$ cat src/rtl/cache_repl_pkg.sv
// cache_repl_pkg: shared types and helpers for the cache set replacement engine.
package cache_repl_pkg;

    typedef enum {POL_LRU, POL_FIFO} repl_policy_e;

    typedef enum logic [1:0] {IDLE, OFFER, WAIT_FILL} repl_state_e;

    function automatic logic is_onehot(input logic [31:0] v);
        return (v != 32'd0) && ((v & (v - 32'd1)) == 32'd0);
    endfunction

endpackage

$ cat src/rtl/repl_victim_select.sv
// repl_victim_select: combinational victim pick from ages, valid, dirty and lock bits.
module repl_victim_select
    import cache_repl_pkg::*;
#(
    parameter int NUM_WAYS      = 4,
    parameter int COUNTER_WIDTH = 8,
    parameter bit DIRTY_AWARE   = 1'b1
) (
    input  logic [NUM_WAYS*COUNTER_WIDTH-1:0] ages_i,
    input  logic [NUM_WAYS-1:0]               valid_i,
    input  logic [NUM_WAYS-1:0]               dirty_i,
    input  logic [NUM_WAYS-1:0]               lock_i,
    output logic [NUM_WAYS-1:0]               way_o,
    output logic                              dirty_o,
    output logic                              none_o
);

    localparam int IW = $clog2(NUM_WAYS);

    logic [COUNTER_WIDTH-1:0] age [NUM_WAYS];
    logic                     free_found, o_found, s_found, use_s;
    logic [IW-1:0]            f_idx, o_idx, s_idx, pick;

    // O is the oldest unlocked way, S the oldest unlocked way other than O
    always_comb begin
        for (int i = 0; i < NUM_WAYS; i++) age[i] = ages_i[i*COUNTER_WIDTH +: COUNTER_WIDTH];
        free_found = 1'b0;
        f_idx      = '0;
        for (int i = NUM_WAYS - 1; i >= 0; i--)
            if (!valid_i[i] && !lock_i[i]) begin
                free_found = 1'b1;
                f_idx      = IW'(i);
            end
        o_found = 1'b0;
        o_idx   = '0;
        for (int i = 0; i < NUM_WAYS; i++)
            if (!lock_i[i] && (!o_found || age[i] > age[o_idx])) begin
                o_found = 1'b1;
                o_idx   = IW'(i);
            end
        s_found = 1'b0;
        s_idx   = '0;
        for (int i = 0; i < NUM_WAYS; i++)
            if (!lock_i[i] && o_found && IW'(i) != o_idx && (!s_found || age[i] > age[s_idx])) begin
                s_found = 1'b1;
                s_idx   = IW'(i);
            end
        use_s   = DIRTY_AWARE && dirty_i[o_idx] && s_found && !dirty_i[s_idx];
        pick    = free_found ? f_idx : use_s ? s_idx : o_idx;
        none_o  = !o_found;
        way_o   = none_o ? '0 : (NUM_WAYS'(1) << pick);
        dirty_o = !none_o && valid_i[pick] && dirty_i[pick];
    end

endmodule

$ cat src/rtl/cache_set_replacer.sv
// cache_set_replacer: per-set rank table (LRU or FIFO) with a victim request/ack/fill handshake.
module cache_set_replacer
    import cache_repl_pkg::*;
#(
    parameter int NUM_WAYS      = 4,
    parameter int COUNTER_WIDTH = 8,
    parameter int POLICY        = 0,
    parameter bit DIRTY_AWARE   = 1'b1
) (
    input  logic                              clk,
    input  logic                              rst,
    input  logic                              access_valid,
    input  logic [NUM_WAYS-1:0]               access_way,
    input  logic                              fill_valid,
    input  logic [NUM_WAYS-1:0]               fill_way,
    input  logic [NUM_WAYS-1:0]               valid_in,
    input  logic [NUM_WAYS-1:0]               dirty_in,
    input  logic [NUM_WAYS-1:0]               lock_in,
    input  logic                              victim_req,
    input  logic                              victim_ack,
    output logic                              victim_valid,
    output logic [NUM_WAYS-1:0]               victim_way,
    output logic                              victim_dirty,
    output logic                              victim_none,
    output logic                              busy,
    output logic [NUM_WAYS*COUNTER_WIDTH-1:0] age_o,
    output logic                              err_onehot
);

    localparam bit LRU = (POLICY == int'(POL_LRU));

    logic [COUNTER_WIDTH-1:0] age_q [NUM_WAYS];
    logic [COUNTER_WIDTH-1:0] age_d [NUM_WAYS];
    repl_state_e              state_q, state_d;
    logic [NUM_WAYS-1:0]      vway_q, vway_d;
    logic                     vdirty_q, vdirty_d, vnone_q, vnone_d, err_q, err_d;
    logic                     acc_ok, fill_ok, ev;
    logic [NUM_WAYS-1:0]      ev_way, sel_way;
    logic [COUNTER_WIDTH-1:0] ev_age;
    logic                     sel_dirty, sel_none;

    repl_victim_select #(
        .NUM_WAYS     (NUM_WAYS),
        .COUNTER_WIDTH(COUNTER_WIDTH),
        .DIRTY_AWARE  (DIRTY_AWARE)
    ) u_sel (
        .ages_i (age_o),
        .valid_i(valid_in),
        .dirty_i(dirty_in),
        .lock_i (lock_in),
        .way_o  (sel_way),
        .dirty_o(sel_dirty),
        .none_o (sel_none)
    );

    assign acc_ok  = access_valid && is_onehot(32'(access_way));
    assign fill_ok = fill_valid && is_onehot(32'(fill_way));
    // a fill in the same cycle always wins over an access, even a malformed one
    assign ev      = fill_ok || (!fill_valid && acc_ok && LRU);
    assign ev_way  = fill_ok ? fill_way : access_way;
    assign err_d   = (access_valid && !acc_ok) || (fill_valid && !fill_ok);

    always_comb begin
        ev_age = '0;
        for (int i = 0; i < NUM_WAYS; i++) if (ev_way[i]) ev_age = age_q[i];
        for (int i = 0; i < NUM_WAYS; i++)
            age_d[i] = !ev ? age_q[i] :
                       ev_way[i] ? '0 :
                       (age_q[i] < ev_age) ? age_q[i] + COUNTER_WIDTH'(1) : age_q[i];
    end

    always_comb begin
        state_d  = state_q;
        vway_d   = vway_q;
        vdirty_d = vdirty_q;
        vnone_d  = vnone_q;
        if (state_q == IDLE && victim_req) begin
            state_d  = OFFER;
            vway_d   = sel_way;
            vdirty_d = sel_dirty;
            vnone_d  = sel_none;
        end else if (state_q == OFFER && victim_ack)
            state_d = vnone_q ? IDLE : WAIT_FILL;
        else if (state_q == WAIT_FILL && fill_valid && fill_way == vway_q)
            state_d = IDLE;
    end

    always_ff @(posedge clk or posedge rst) begin
        if (rst) begin
            for (int i = 0; i < NUM_WAYS; i++) age_q[i] <= COUNTER_WIDTH'(i);
            state_q  <= IDLE;
            vway_q   <= '0;
            vdirty_q <= 1'b0;
            vnone_q  <= 1'b0;
            err_q    <= 1'b0;
        end else begin
            for (int i = 0; i < NUM_WAYS; i++) age_q[i] <= age_d[i];
            state_q  <= state_d;
            vway_q   <= vway_d;
            vdirty_q <= vdirty_d;
            vnone_q  <= vnone_d;
            err_q    <= err_d;
        end
    end

    for (genvar i = 0; i < NUM_WAYS; i++) begin : g_age
        assign age_o[i*COUNTER_WIDTH +: COUNTER_WIDTH] = age_q[i];
    end

    assign victim_valid = (state_q == OFFER);
    assign victim_way   = victim_valid ? vway_q : '0;
    assign victim_dirty = victim_valid && vdirty_q;
    assign victim_none  = victim_valid && vnone_q;
    assign busy         = (state_q != IDLE);
    assign err_onehot   = err_q;

endmodule

$ cat config.mk
export PLATFORM = sky130hd
export DESIGN_NAME = cache_set_replacer
export DESIGN_NICKNAME = d
export VERILOG_FILES = /design/src/rtl/cache_repl_pkg.sv /design/src/rtl/repl_victim_select.sv /design/src/rtl/cache_set_replacer.sv
export SDC_FILE = /design/constraint.sdc
export NUM_CORES = 1
export LEC_CHECK = 0
export BUFFER_PORTS_ARGS = -buffer_cell sky130_fd_sc_hd__buf_2
export CORE_MARGIN = 2
export CORE_UTILIZATION = 25
export CTS_BUF_LIST = sky130_fd_sc_hd__clkbuf_8
export DETAILED_ROUTE_END_ITERATION = 10
export SYNTH_ARGS = -nofsm -noshare
export SYNTH_HDL_FRONTEND = slang
export SYNTH_SLANG_ARGS = --single-unit
$ cat constraint.sdc
create_clock -name clk -period 9.2 [get_ports clk]
set_input_delay 0.92 -clock clk [delete_from_list [all_inputs] [get_ports clk]]
set_output_delay 0.92 -clock clk [all_outputs]
set_load 0.005 [all_outputs]
==> results.tsv, run 1 <==
metric	value	unit
status	finished, final reports clean	
fp.dieW	143	um
gr-total-overflow	0	
yosysSeqAreaShare	21.2	%
power_frac_clock	8.2	%
vdd_drop_max	106	uV
crit_top_cell	ha_1	
initial_core_util	25.2	%
yosysWarnings	0	
slowest_delay	390	ps
switchingPower	785	uW
required	9400	ps
synth_top_area_share	19.0	%
internal_power	824	uW
synth_xor_area_share	5.04	%
grt_pass1_vias	4558	
synthFlopType	dfrtp_1	
switching_share	48.8	%
drv_slew	0	
yosysMostFrequentCell	ha_1	
fin_setup_tns	0	ps
portBuffers	66	
power	1.61	mW
ys_async_sr_fraction	100	%
coreArea	19300	sq um
final_nets	789	
ant_nets	0	
die_area	20600	sq um
hold_viol	0	
area_growth	21.4	%
synth_edf_count	0	
crit_path_end_kind	flip-flop	
synth_compound_area_share	24.2	%
dr.max_layer_used	met4	
viasPerCell	5.04	
layout-drive-gt1-share	22.7	%
critical_path_class	flip-flop to flip-flop	
rows	51	
combPwrFrac	74.6	%
grt_use_total	15.4	%
leakagePower	2.84	nW
wirelength	15900	um
cts.path.max_buffers	2	
cp-start-kind	flip-flop	
synth_area	4860	sq um
routabilityCongestion	0.888	
cpMaxStageDelayCell	dfrtp_1	
syn-instance-count	598	
drv_cap	0	
insertion_delay	320	ps
crit_fanout	12	
synth_seq_cells	41	
die_y	143	um
seqPwrFrac	17.2	%
tightest_slew	722	ps
power_density	272	nW/um^2
tritoncts	built	
wl_met1	7480	um
drtPass1Iterations	6	
cts_sinks	41	
maxSlewHeadroom	51.9	%
initialDrtViolationCount	340	
final-setup-viol-count	0	
synth_cell_types	74	
drc_errors	0	
grt_pass1_wl	24800	um
clock.fmax	116	MHz
synth_common_cells	ha_1 (72), nor2_1 (61), nand2_1 (50)	
synth_top_family_by_area	compound AO/OA/AOI/OAI gates	
syn_nets	696	
grt_max_degree	42	
routedWlPerCell	16.6	um
synth_area_leaders	dfrtp_1 (19%), ha_1 (19%), nor2_1 (4.7%), a21oi_1 (4.5%), nand2_1 (3.9%)	
synth_simple_gate_area_share	23.9	%
vias	4822	
synthMuxAreaShare	3.14	%
finalCritPeriodShare	93.5	%
synthAdderAreaFrac	18.5	%
dp_hpwl	12300	um
clock_tree.root_cell	clkbuf_8	
cts_buffers	5	
synth_area_per_cell	8.13	sq um
ios	67	
wl_met3	735	um
hold_class	flip-flop to flip-flop	
antenna_found_initial	0	
yosysTopAreaCell	dfrtp_1	
skew	14.5	ps
diodes	0	
clk_pin_slew	100	ps
cp_data_arrival_time	8800	ps
finalCriticalPeriod	8600	ps
htree_levels	2	
dr_wl_met2	7210	um
==> area by class of cell <==
type                            instances  area (sq um)
Clock inverter                          3          26.3
Fill cell                            2095         13400
Inverter                               25          93.8
Multi-Input combinational cell        510          3690
Sequential cell                        41          1030
Tap cell                              265           332
Clock buffer                            5          68.8
Timing Repair Buffer                  108           662
==> per-layer routing <==
metal  vias to the layer above  track usage [%]
li1                       2424                -
met1                      2235             20.8
met2                       131             25.6
met3                        32             1.90
met4                         0             5.16
met5                         -                0
==> cells by family (layout without fill, tap and decap cells) <==
group,Yosys count,in the layout
AO/OA/AOI/OAI,170,170
XOR/XNOR,28,28
adder cells (fa/ha/maj),72,72
buffers and inverters,47,141
flip-flops,41,41
multiplexers,15,15
AND/OR/NAND/NOR,225,225
==> through the flow <==
step / cells / util [%] / hold WS, ps / area [sq um] / worst slack [ps]
floorplan: 598 / - / 457 / 4870 / 105
global placement: 941 / 29.5 / 484 / 5680 / 168
detailed placement: 941 / 29.5 / 484 / 5680 / 93.2
CTS: 949 / 30.0 / 508 / 5770 / 172
global route: 957 / 30.7 / 530 / 5910 / -17.8
finish: 957 / 30.7 / 510 / 5910 / 601
==> sequential cells by signal, summed over array words and instances (netlist names) <==
name and count:
age_o 32, vway_q 4, state_q 2, err_onehot 1, vdirty_q 1, vnone_q 1
==> power groups by stage <==
stage	sequential, mW	combinational, mW	clock [mW]
finish	0.277	1.20	0.132
global route	0.284	1.35	0.146
CTS	0.280	1.08	0.137
detailed placement	0.284	1.08	0
global placement	0.284	1.08	0
floorplan	0.269	0.783	0
==> timing repair <==
| item | in CTS | in global routing |
|---|---|---|
| setup endpoints to repair | 0 | 5 |
| resized for setup | 0 | 16 |
| setup buffers | 0 | 8 |
| hold buffers | 0 | 0 |
==> cells in the final DEF (no fill, tap or decap), drive strengths merged, types with 5 or more instances in the layout <==
cell type,synthesis,layout
and2,9,9
clkbuf,13,5
buf,9,108
nor2,61,61
ha,72,72
mux2i,13,13
inv,25,27
xor2,13,13
or3,6,6
dfrtp,37,37
nor3,17,17
o211ai,10,10
o31ai,5,5
nor2b,11,11
nand3,16,16
a22o,7,7
or2,6,6
and3,9,9
xnor2,15,15
nand2,50,50
a21o,12,12
a21oi,44,44
nand4,19,19
a211oi,8,8
o21ai,40,40
==> path summary, 6_finish.rpt <==
kind,end,cells past startpoint,slack [ps],from
max reg2reg,vdirty_q,42,600,age_o[5]
max in group asynchronous,age_o[17],3,8100,rst
min in group asynchronous,state_q[0],3,700,rst
min reg2reg,vdirty_q,2,510,vdirty_q
min,vdirty_q,2,510,vdirty_q
max,vdirty_q,42,600,age_o[5]
==> worst max-delay path, delay by kind of cell (launching register included) <==
family / cells / cell delay [ps]
AOI/OAI and AO/OA: 16 / 2940
and+or+nand+nor: 12 / 2060
adders and majority gates: 5 / 1390
buffers and inverters: 6 / 850
muxes: 3 / 840
DFF: 1 / 390
(Power assumes the default switching activity.)
==> run 2: changes to the inputs <==
--- a/config.mk
+++ b/config.mk
@@ -8,7 +8,6 @@
 export BUFFER_PORTS_ARGS = -buffer_cell sky130_fd_sc_hd__buf_2
 export CORE_MARGIN = 2
 export CORE_UTILIZATION = 25
-export CTS_BUF_LIST = sky130_fd_sc_hd__clkbuf_8
 export DETAILED_ROUTE_END_ITERATION = 10
 export SYNTH_ARGS = -nofsm -noshare
 export SYNTH_HDL_FRONTEND = slang
==> run 2 against run 1 <==
  * Via count rose by 0.50%
  * Clock skew fell by 4.7 ps
  * Combinational power barely moved
  * Fmax up 0.11%
  * Worst hold slack worse by 7.2 ps
  * Final area up 1.1%
  * Clock power up 40%
  * Count of clock-buffer cells in the layout unchanged
==> results.tsv, run 2 (same netlist as run 1, synthesis figures left out) <==
metric	value	unit	change
clk_pin_slew	70	ps	was 100 ps
vias	4846		was 4,822
final-setup-viol-count	0		unchanged
final_cells	958		was 957
vdd_drop_max	117	uV	was 106 uV
ant_nets	0		unchanged
power_density	280	nW/um^2	was 272 nW/um^2
final_core_util	31.0	%	was 30.7%
required	9370	ps	was 9400 ps
clock.fmax	116	MHz	about the same
slowest_delay	380	ps	was 390 ps
post-place-cells	941		unchanged
finalWorstSetupSlack	610	ps	was 601 ps
maxSlewHeadroom	50.1	%	was 51.9%
viasPerCell	5.06		was 5.04
cp_data_arrival_time	8760	ps	was 8800 ps
dp_slack	93.2	ps	unchanged
tightest_slew	749	ps	was 722 ps
layout-drive-gt1-share	22.8	%	was 22.7%
routabilityCongestion	0.888		unchanged
wirelength	15900	um	about the same
final_nets	790		was 789
initialDrtViolationCount	324		was 340
seq_area	1030	sq um	unchanged
drtPass1Iterations	5		was 6
ctsHoldBuffers	0		unchanged
cts_sinks	41		unchanged
crit_path_end_kind	flip-flop		unchanged
antenna_found_initial	0		unchanged
finalCriticalPeriod	8590	ps	was 8600 ps
drv_cap	0		unchanged
leakagePower	2.87	nW	was 2.84 nW
cts_buffers	5		unchanged
skew	9.80	ps	was 14.5 ps
fp.dieW	143	um	unchanged
drc_errors	0		unchanged
initial_core_util	25.2	%	unchanged
rr_worst_depth	42		unchanged
hold_viol	0		unchanged
rows	51		unchanged
grt_pass1_wl	25000	um	was 24,800 um
hold_class	flip-flop to flip-flop		unchanged
status	finished, final reports clean		unchanged
die_area	20600	sq um	unchanged
coreArea	19300	sq um	unchanged
grt_pass1_vias	4564		was 4,558
area_growth	22.7	%	was 21.4%
finalCritPeriodShare	93.4	%	was 93.5%
gr-total-overflow	0		unchanged
cpMaxStageDelayCell	dfrtp_1		unchanged
insertion_delay	300	ps	was 320 ps
ios	67		unchanged
drv_slew	0		unchanged
holdPathStages	2		unchanged
multiInputGateArea	3690	sq um	unchanged
grt_use_total	15.5	%	was 15.4%
clock_tree.root_cell	clkbuf_16		was clkbuf_8
tritoncts	built		unchanged
final_cell_mix	ha_1 (72), buf_2 (66), nor2_1 (61)		unchanged
die_y	143	um	unchanged
nFillCells	2085		was 2,095
portBuffers	66		unchanged
cp-start-kind	flip-flop		unchanged
grt_max_degree	42		unchanged
routedWlPerCell	16.6	um	about the same
crit_fanout	12		unchanged
final_common_cell	ha_1		unchanged
largest_register_ffs	32		unchanged
crit_top_cell	ha_1		unchanged
diodes	0		unchanged
cts.path.max_buffers	2		unchanged
rsz0062_at_grt	no		
dp_hpwl	12300	um	unchanged
fin_setup_tns	0	ps	unchanged
critical_path_class	flip-flop to flip-flop		unchanged
htree_levels	2		unchanged
==> run 2: cell types whose count changed in the layout (fill, tap and decap cells not counted), sizes merged <==
cell,previous run,this run
buf,108,109
==> run 2: layout make-up <==
class                      count  area share [%]
multi-input combinational    510            61.9
sequential                    41            17.3
timing repair buffer         109            11.2
tap                          265            5.55
clock buffer                   5            2.10
inverter                      25            1.57
clock inverter                 3           0.440
==> run 2: layer usage <==
layer / global-route usage, % / vias up / routed length (um)
met3: 1.67 / 21 / 688
met1: 20.8 / 2254 / 7450
li1: - / 2430 / -
met2: 26.0 / 141 / 7360
met5: 0 / - / 0
met4: 4.75 / 0 / 353
==> run 2: critical path: cells and delay by family (launching register included) <==
kind,cells,cell delay (ps)
AO/OA/AOI/OAI,15,2820
adder cells (fa/ha/maj),5,1420
buffers and inverters,6,840
flip-flops,1,380
multiplexers,3,860
AND/OR/NAND/NOR,13,2140
==> run 2: path summary, 6_finish.rpt <==
path / from / endpoint / slack, ps
min in group asynchronous: rst / state_q[0] / 730
hold reg to reg: vdirty_q / vdirty_q / 500
hold / removal: vdirty_q / vdirty_q / 500
setup / recovery: age_o[5] / vdirty_q / 610
max in group asynchronous: rst / age_o[17] / 8070
setup reg to reg: age_o[5] / vdirty_q / 610
==> run 2: power by group <==
| part | switching, mW | internal, mW |
|---|---|---|
| Clock | 0.0814 | 0.104 |
| Sequential | 0.0561 | 0.221 |
| Combinational | 0.658 | 0.551 |
| Total | 0.795 | 0.876 |
==> run 2: timing repair <==
| item | CTS | global route |
|---|---|---|
| setup endpoints to repair | 0 | 5 |
| gates resized for setup | 0 | 16 |
| buffers inserted | 0 | 9 |
==> run 2: through the flow <==
stage                     instance area [sq um]  hold WS [ps]  power, mW
after floorplan                            4870           457       1.05
after global placement                     5680           484       1.36
after detailed placement                   5680           484       1.36
after CTS                                  5830           501       1.56
after global routing                       5970           522       1.84
final                                      5970           502       1.67
==> run 3: changes to the inputs <==
--- a/config.mk
+++ b/config.mk
@@ -11,4 +11,5 @@
 export DETAILED_ROUTE_END_ITERATION = 10
 export SYNTH_ARGS = -nofsm -noshare
 export SYNTH_HDL_FRONTEND = slang
+export SYNTH_HIERARCHICAL = 1
 export SYNTH_SLANG_ARGS = --single-unit
==> run 3 against run 2 <==
  * The run now ends with setup timing left
  * Largest power group unchanged
  * Critical path depth up 3
  * Combinational power up 25%
  * Sequential power up 3%
  * Die area up 9.0%
  * Cell count up 8.5%
  * Via count up 12%
  * Wire length up 18%
  * Total power up 21%
==> results.tsv, run 3 <==
metric	value	unit	change
status	finished, violations left		was finished, final reports clean
violations	setup timing		
synth_top_family_by_area	compound AO/OA/AOI/OAI gates		unchanged
diodes	0		unchanged
insertion_delay	300	ps	about the same
internal_power	1.13	mW	was 876 uW
synth_xor_area_share	2.31	%	was 5.04%
multiInputGateArea	4430	sq um	was 3690 sq um
coreArea	21000	sq um	was 19,300 sq um
antenna_found_initial	0		unchanged
die_y	150	um	was 143 um
synthFlopType	dfrtp_1		unchanged
viasPerCell	5.24		was 5.06
vdd_drop_max	134	uV	was 117 uV
synth_area	5310	sq um	was 4860 sq um
drc_errors	0		unchanged
fp.dieW	150	um	was 143 um
dp_slack	-211	ps	was 93.2 ps
ys_async_sr_fraction	100	%	unchanged
cts_sinks	41		unchanged
rows	53		was 51
ant_nets	0		unchanged
portBuffers	66		unchanged
yosysTopAreaCell	dfrtp_1		unchanged
routedWlPerCell	17.9	um	was 16.6 um
area_growth	33.2	%	was 22.7%
cp_data_arrival_time	9600	ps	was 8760 ps
grt_pass1_wl	28700	um	was 25,000 um
layout-drive-gt1-share	34.7	%	was 22.8%
hold_class	flip-flop to flip-flop		unchanged
grt_pass1_vias	5228		was 4,564
drv_slew	0		unchanged
finalCritPeriodShare	102	%	was 93.4%
synth_compound_area_share	24.2	%	about the same
cpMaxStageDelayCell	dfstp_2		was dfrtp_1
synth_simple_gate_area_share	23.1	%	was 23.9%
yosysMostFrequentCell	ha_1		unchanged
power_density	287	nW/um^2	was 280 nW/um^2
switchingPower	895	uW	was 795 uW
yosysWarnings	6		was 0
final_nets	861		was 790
clk_pin_slew	60	ps	was 70 ps
slowest_delay	530	ps	was 380 ps
drv_cap	0		unchanged
switching_share	44.1	%	was 47.6%
vias	5440		was 4,846
crit_top_cell	ha_4		was ha_1
power	2.03	mW	was 1.67 mW
synthAdderAreaFrac	17.0	%	was 18.5%
crit_fanout	7		was 12
synth_area_leaders	dfrtp_1 (17%), ha_1 (17%), mux2_2 (4.7%), mux2i_1 (4.1%), a21oi_1 (4.0%)		was dfrtp_1 (19%), ha_1 (19%), nor2_1 (4.7%), a21oi_1 (4.5%), nand2_1 (3.9%)
final_cell_mix	buf_4 (74), buf_2 (66), ha_1 (60)		was ha_1 (72), buf_2 (66), nor2_1 (61)
synth_top_area_share	17.4	%	was 19.0%
nFillCells	2186		was 2,085
finalWorstSetupSlack	-223	ps	was 610 ps
final_core_util	33.8	%	was 31.0%
seq_area	1030	sq um	about the same
initialDrtViolationCount	288		was 324
dp_hpwl	14100	um	was 12,300 um
required	9380	ps	was 9370 ps
ios	67		unchanged
cts.path.max_buffers	2		unchanged
clock_tree.root_cell	clkbuf_16		unchanged
clock.fmax	106	MHz	was 116 MHz
finalCriticalPeriod	9420	ps	was 8590 ps
synth_cell_types	92		was 74
synth_area_per_cell	8.45	sq um	was 8.13 sq um
die_area	22400	sq um	was 20,600 sq um
tritoncts	built		unchanged
synth_common_cells	ha_1 (72), nor2_1 (56), a21oi_1 (42)		was ha_1 (72), nor2_1 (61), nand2_1 (50)
rsz0062_at_grt	yes		was no
drtPass1Iterations	5		unchanged
grt_max_degree	42		unchanged
grt_use_total	16.3	%	was 15.5%
wirelength	18600	um	was 15,900 um
routabilityCongestion	0.881		was 0.888
seqPwrFrac	14.0	%	was 16.6%
combPwrFrac	74.4	%	was 72.3%
synth_seq_cells	41		unchanged
synth_edf_count	0		unchanged
synthMuxAreaShare	9.07	%	was 3.14%
skew	9.13	ps	was 9.80 ps
maxSlewHeadroom	36.7	%	was 50.1%
hold_viol	0		unchanged
final_common_cell	buf_4		was ha_1
power_frac_clock	11.6	%	was 11.1%
r2r_slack	-220	ps	was 610 ps
syn_nets	727		was 696
syn-instance-count	629		was 598
yosysSeqAreaShare	19.4	%	was 21.2%
htree_levels	2		unchanged
holdPathStages	1		was 2
critical_path_class	flip-flop to flip-flop		unchanged
initial_core_util	25.4	%	was 25.2%
final-setup-viol-count	5		was 0
final_cells	1039		was 958
leakagePower	3.18	nW	was 2.87 nW
rr_worst_depth	45		was 42
tightest_slew	950	ps	was 749 ps
ctsHoldBuffers	0		unchanged
largest_register_ffs	32		unchanged
post-place-cells	1009		was 941
gr-total-overflow	0		unchanged
cp-start-kind	flip-flop		unchanged
crit_path_end_kind	flip-flop		unchanged
cts_buffers	5		unchanged
## run 3: changes by cell type after synthesis, moves of 7 or more
| cell | previous run | this run |
|---|---|---|
| or3_1 | 6 | 13 |
| xnor2_1 | 15 | 3 |
| clkbuf_1 | 13 | 6 |
| nand2_1 | 50 | 41 |
| mux2_2 | 1 | 22 |
| nand3_1 | 16 | 24 |
| inv_1 | 24 | 34 |
| mux2i_1 | 13 | 22 |
## run 3: power groups by stage
| stage | Combinational (mW) | Clock [mW] | Sequential (mW) |
|---|---|---|---|
| 2_1_floorplan | 0.905 | 0 | 0.276 |
| 3_3_place_gp | 1.28 | 0 | 0.285 |
| 3_5_place_dp | 1.28 | 0 | 0.285 |
| 4_1_cts | 1.37 | 0.239 | 0.282 |
| 5_1_grt | 1.63 | 0.246 | 0.292 |
| 6_report | 1.51 | 0.235 | 0.285 |
## run 3: cell families (layout without fill, tap and decap cells)
| kind of cell | after synthesis | after routing |
|---|---|---|
| xor gates and xnor gates | 14 | 14 |
| and+or+nand+nor | 229 | 229 |
| DFF | 41 | 41 |
| AOI/OAI and AO/OA | 175 | 176 |
| adders and majority gates | 72 | 72 |
| buffers and inverters | 53 | 187 |
| muxes | 45 | 45 |
## run 3: path summary, 6_finish.rpt
check	from	to
max reg2reg	age_o[8]	vway_q[0]
max in group asynchronous	rst	age_o[2]
min	vdirty_q	vdirty_q
max	age_o[8]	vway_q[0]
min in group asynchronous	rst	err_onehot
min reg2reg	vdirty_q	vdirty_q
## run 3: final cells by class
type | count | share of cell area [%]
Inverter | 34 | 1.80
Clock buffer | 5 | 1.77
Timing Repair Buffer | 145 | 13.4
Sequential cell | 41 | 14.6
Clock inverter | 3 | 0.972
Multi-Input combinational cell | 536 | 62.6
Tap cell | 275 | 4.86
## run 3: worst max-delay path, delay by kind of cell, from the launching register on
| family | cells | cell delay [ps] |
|---|---|---|
| AO/OA/AOI/OAI | 18 | 3130 |
| AND/OR/NAND/NOR | 12 | 2280 |
| multiplexers | 6 | 1480 |
| adder cells (fa/ha/maj) | 5 | 1370 |
| flip-flops | 1 | 530 |
| buffers and inverters | 4 | 510 |
## run 3: routing by layer
metal,global-route usage (%),wire (um),part of all wire (%),up-vias
met4,4.01,286,1.5,0
li1,-,-,-,2662
met2,27.4,8980,48,131
met3,3.57,986,5.3,22
met1,21.3,8390,45,2625
met5,0,0,0,-
## run 3: timing repair
action	CTS	global route
cloned	1	0
pin swaps	12	9
buffers inserted	12	10
endpoints found under the setup margin	5	5
resized for setup	20	29
## run 3: through the flow
step	area, sq um	setup TNS [ps]	hold WS [ps]
floorplan	5470	-103	472
global placement	6430	0	494
detailed placement	6430	-872	506
CTS	6840	0	517
global route	7080	-2460	523
finish	7080	-936	514
